### src/rtl/modport_pattern_detector_if.sv
// Bundles the stream, mask, mode and match signals of the pattern detector.
// master: the producer/consumer side (drives streams, reads match).
// slave:  the detector itself.
interface modport_pattern_detector_if;
  logic [63:0] data_stream_a;
  logic [63:0] data_stream_b;
  logic        mode_select;
  logic [31:0] pattern_mask;
  logic        pattern_match;

  modport master (
    output data_stream_a,
    output data_stream_b,
    output mode_select,
    output pattern_mask,
    input  pattern_match
  );

  modport slave (
    input  data_stream_a,
    input  data_stream_b,
    input  mode_select,
    input  pattern_mask,
    output pattern_match
  );
endinterface

### src/rtl/modport_pattern_detector.sv
// Streaming pattern detector with a registered match flag.
//   mode 0: search five byte-aligned 32-bit windows of stream A for the
//           masked pattern B[31:0].
//   mode 1: masked Hamming distance between A and B (mask replicated onto
//           both 32-bit halves) compared against HAMMING_THRESH.
// Optional macro PATTERN_PIPE_EN inserts a register stage holding the window
// hits, the distance and the mode bit, giving 2-cycle latency instead of 1.
module modport_pattern_detector #(
  parameter int HAMMING_THRESH = 2
) (
  input  logic                          clk,
  input  logic                          rst_n,  // active-high despite the name
  modport_pattern_detector_if.slave     det
);

  logic [4:0]  hit_d;
  logic [6:0]  dist_d;
  logic [63:0] diff_masked;
  logic        match_d;
  logic        match_q;

  // Threshold test kept in signed int space so thresholds >= 64 simply always pass.
  function automatic logic dist_ok(input logic [6:0] d);
    return int'({25'd0, d}) <= HAMMING_THRESH;
  endfunction

  // Per-window masked equality against the pattern taken from B[31:0].
  always_comb begin
    hit_d = '0;
    for (int k = 0; k < 5; k++) begin
      hit_d[k] = ((det.data_stream_a[8*k +: 32] ^ det.data_stream_b[31:0])
                  & det.pattern_mask) == 32'd0;
    end
  end

  // Masked population count of A ^ B; each mask bit covers bits i and i+32.
  always_comb begin
    diff_masked = (det.data_stream_a ^ det.data_stream_b)
                  & {det.pattern_mask, det.pattern_mask};
    dist_d = '0;
    for (int i = 0; i < 64; i++) begin
      dist_d = dist_d + {6'd0, diff_masked[i]};
    end
  end

`ifdef PATTERN_PIPE_EN
  logic [4:0] hit_q;
  logic [6:0] dist_q;
  logic       mode_q;

  // Intermediate stage; cleared values (mode 0, no hits) yield a 0 match.
  always_ff @(posedge clk or posedge rst_n) begin
    if (rst_n) begin
      hit_q  <= '0;
      dist_q <= '0;
      mode_q <= 1'b0;
    end else begin
      hit_q  <= hit_d;
      dist_q <= dist_d;
      mode_q <= det.mode_select;
    end
  end

  // Select the result of the mode captured alongside the intermediate values.
  always_comb begin
    match_d = 1'b0;
    if (mode_q) match_d = dist_ok(dist_q);
    else        match_d = |hit_q;
  end
`else
  // Select the result of the current mode directly from the inputs.
  always_comb begin
    match_d = 1'b0;
    if (det.mode_select) match_d = dist_ok(dist_d);
    else                 match_d = |hit_d;
  end
`endif

  // Output register.
  always_ff @(posedge clk or posedge rst_n) begin
    if (rst_n) match_q <= 1'b0;
    else       match_q <= match_d;
  end

  assign det.pattern_match = match_q;

endmodule

### src/flat_wrapper.sv
// flat-port wrapper written by rule: the top's interface ports become plain ports
module modport_pattern_detector_flat 
#(
  parameter int HAMMING_THRESH = 2
)
  (clk, rst_n, det_data_stream_a, det_data_stream_b, det_mode_select, det_pattern_mask, det_pattern_match);
  modport_pattern_detector_if det_i ();
  input  logic clk;
  input  logic rst_n;
  input wire logic [$bits(det_i.data_stream_a)-1:0] det_data_stream_a;
  input wire logic [$bits(det_i.data_stream_b)-1:0] det_data_stream_b;
  input wire logic [$bits(det_i.mode_select)-1:0] det_mode_select;
  input wire logic [$bits(det_i.pattern_mask)-1:0] det_pattern_mask;
  output wire logic [$bits(det_i.pattern_match)-1:0] det_pattern_match;
  assign det_i.data_stream_a = det_data_stream_a;
  assign det_i.data_stream_b = det_data_stream_b;
  assign det_i.mode_select = det_mode_select;
  assign det_i.pattern_mask = det_pattern_mask;
  assign det_pattern_match = det_i.pattern_match;
  modport_pattern_detector #(.HAMMING_THRESH(HAMMING_THRESH)) u_core (.clk(clk), .rst_n(rst_n), .det(det_i));
endmodule
### config.mk
export PLATFORM = sky130hd
export DESIGN_NAME = modport_pattern_detector_flat
export DESIGN_NICKNAME = d
export VERILOG_FILES = /design/src/rtl/modport_pattern_detector_if.sv /design/src/rtl/modport_pattern_detector.sv /design/src/flat_wrapper.sv
export SDC_FILE = /design/constraint.sdc
export NUM_CORES = 1
export LEC_CHECK = 0
export BUFFER_PORTS_ARGS = -buffer_cell sky130_fd_sc_hd__buf_2
export CORE_MARGIN = 2
export CORE_UTILIZATION = 48
export DETAILED_ROUTE_END_ITERATION = 8
export PLACE_DENSITY = 0.81
export SLEW_MARGIN = 25
export SYNTH_ARGS = -nofsm -noshare
export SYNTH_HDL_FRONTEND = slang
export SYNTH_SLANG_ARGS = --single-unit
### constraint.sdc
create_clock -name clk -period 0.8 [get_ports clk]
set_input_delay 0.08 -clock clk [delete_from_list [all_inputs] [get_ports clk]]
set_output_delay 0.08 -clock clk [all_outputs]
set_load 0.01 [all_outputs]
==> metrics.csv <==
metric;value;unit
flip-flop count of the largest register after layout;1;
violations in the final reports;setup timing;
fraction of the yosys area taken by sequential cells;0.5459;%
cell count after placement;945;
chip width;101.7;µm
CORE AREA;9240;µm²
slowest cell delay on critical path;0.54;ns
HPWL reported at the end of detailed placement;19140;µm
total leakage power;3.531;nW
dominant cells by area after synthesis;sky130_fd_sc_hd__xor2_1 37%, sky130_fd_sc_hd__fa_1 24%, sky130_fd_sc_hd__a22oi_1 11%;
Syn Nets;772;
final standard cell count with taps included and fillers excluded;947;
count of cell types in the netlist;26;
class of the tightest hold or removal check;in2reg;
sum of met2 wire segment lengths after detailed routing;9697;µm
minimum setup slack in the final design;-5.360;ns
average size of a mapped cell;8.521;µm²
number of core rows;35;
fraction of synthesized cell area taken by the top area cell type;36.68;%
placed cell area;6506;µm²
number of hold-slack violations in the final timing report;0;
crit end category;register;
final worst hold slack;0.3927;ns
initial antenna violation count;0;
max-cap viol count;0;
Worst path most repeated cell;sky130_fd_sc_hd__fa_1;
vias in the first global route;5318;
DRC Markers;0;
list of cells traversed by the critical path;buf_2, xor2_1, and2_4, inv_2, ha_4, inv_2, fa_1, fa_1, inv_2, fa_1, fa_1, fa_1, fa_1, inv_1, fa_1, fa_1, fa_2, inv_2, fa_1, inv_1, o2111ai_2, o31a_1, a22oi_2;
total iterations of the first detailed-routing run;7;
synthesis-to-layout area growth;43.40;%
global-route usage over all layers;41.43;%
type of element launching the critical path;input pin;
maximum number of pins on one net before global-route repair;7;
number of instances in the synthesized netlist;538;
global-route wire length before repair;30820;µm
result of the run;finished, violations left;
Yosys warning total;0;
Crit Path Class;in2reg;
Req. time, crit path;0.65;ns
Vias per Instance;5.439;
Peak Freq;162.3;MHz
ports placed on the boundary;164;
DIE AREA;10350;µm²
Post-Syn Area;4584;µm²
Routability Congestion;1.129;
nets;1054;
async set or reset register ratio after synthesis;100.0;%
DRT iter0 DRCs;340;
Die Y;101.7;µm
post-route fraction of the period consumed by the critical path;770.0;%
Wirelength per Cell;22.79;µm
routed metal-1 wirelength;8302;µm
worst slew slack as a fraction of its limit;64.85;%
post-synth top area cell;sky130_fd_sc_hd__xor2_1;
arrival time of the worst setup path;6.01;ns
Worst path slowest cell;sky130_fd_sc_hd__fa_1;
total of endpoints with negative setup slack in the final report;1;
kind of cell adding the most delay to the critical path;adder cells;
remaining antenna violation count;0;
Place WS;-5.401;ns
Top FF cell, synth;sky130_fd_sc_hd__dfrtp_1;
Pwr per Cell Area;2441;nW/µm²
area of all placed cells without fillers;6574;µm²
Worst Max-Slew Pin Slew;0.5262;ns
count of pins over their slew limit;0;
clock period minus worst slack;6.160;ns
highest routed layer;met4;
total overflow reported by the global router;0;
unrepaired setup endpoints after global routing;yes;
synthesis-stage register bit count;1;
number of buffers inserted by port buffering;163;
initial cell density of the core;49.61;%
number of enable flip-flop cells after synthesis;0;
Total Routed Length;21580;µm
maximum fanout encountered on the critical timing path;2;
total vias in the final route;5151;
buffers plus inverters on the worst setup path;7;
DR WL met3;2541;µm
diodes inserted;0;
clock-pin slew on the worst setup and hold paths;0;ns
Worst VDD drop;3.442;mV
layout cells sized above 1;41.20;%
-- report_power, final --
group | internal [mW] | switching [mW] | total, mW
sequential | 0.0589 | 0.000568 | 0.0594
clock | 0 | 0 | 0
combinational | 7.13 | 8.86 | 16.0
-- metal layers --
| layer | up-vias | global-route usage (%) |
|---|---|---|
| met5 | - | 0 |
| met4 | 0 | 16.53 |
| met3 | 58 | 9.524 |
| met2 | 383 | 66.19 |
| met1 | 2401 | 54.15 |
| li1 | 2309 | - |
-- placed cells by master, fill, tap and decap left out, drive strengths merged, types with 4 or more instances in the layout --
cell type,Yosys,final
a221oi,4,4
a22o,4,4
a22oi,66,66
and2,24,24
buf,40,319
fa,54,54
ha,17,17
inv,62,62
nand2,40,40
nand4,20,20
nor4,4,4
xor2,192,192
-- worst paths after layout --
path                                                       to                 start  depth (start not counted)
setup / recovery           u_core.det.pattern_match$_DFF_PP0_  det_data_stream_a[0]                         23
max in group asynchronous  u_core.det.pattern_match$_DFF_PP0_                 rst_n                          3
min in group asynchronous  u_core.det.pattern_match$_DFF_PP0_                 rst_n                          3
hold / removal             u_core.det.pattern_match$_DFF_PP0_       det_mode_select                          3
-- cell usage after synthesis (all sizes together), types with 4 or more instances --
cell type / n
a22o: 4
a221oi: 4
nand4: 20
inv: 62
nand2: 40
xor2: 192
a22oi: 66
ha: 17
buf: 40
and2: 24
fa: 54
nor4: 4
-- through the flow --
step	util (%)	power [mW]	TNS, ns
6_report	71.14	16.05	-5.360
5_1_grt	71.14	17.33	-5.551
4_1_cts	70.75	15.54	-5.355
3_5_place_dp	70.41	15.19	-5.401
3_3_place_gp	70.41	14.38	-5.318
2_1_floorplan	-	10.86	-5.096
-- tightest hold or removal path, cell delays in order --
cell                      delay (ns)
sky130_fd_sc_hd__buf_2          0.10
sky130_fd_sc_hd__buf_4          0.10
sky130_fd_sc_hd__a22oi_2        0.06
-- layout make-up --
type / count / area, µm²
fillers: 742 / 2666
inverters: 62 / 232.7
multi-input cells: 435 / 4145
flip-flops and latches: 1 / 25.02
well taps: 129 / 161.4
repair buffers: 320 / 2009
-- what timing repair did --
| item | CTS | global route |
|---|---|---|
| resized for setup | 4 | 7 |
| gates cloned | 0 | 0 |
| hold endpoints to repair | 1 | 0 |
| hold buffers | 1 | 0 |
| setup endpoints to repair | 1 | 1 |
| pin swaps | 2 | 5 |
| buffers inserted | 0 | 1 |
-- cells by family (layout without fill, tap and decap cells) --
kind of cell	after synthesis	after routing	share of synthesized area, %
AOI/OAI and AO/OA	79	79	14.06
adders and majority gates	71	71	28.22
buffers and inverters	102	382	10.04
DFF	1	1	0.5458
and+or+nand+nor	93	93	10.45
xor gates and xnor gates	192	192	36.68
Power figures use the tool's default switching activity.
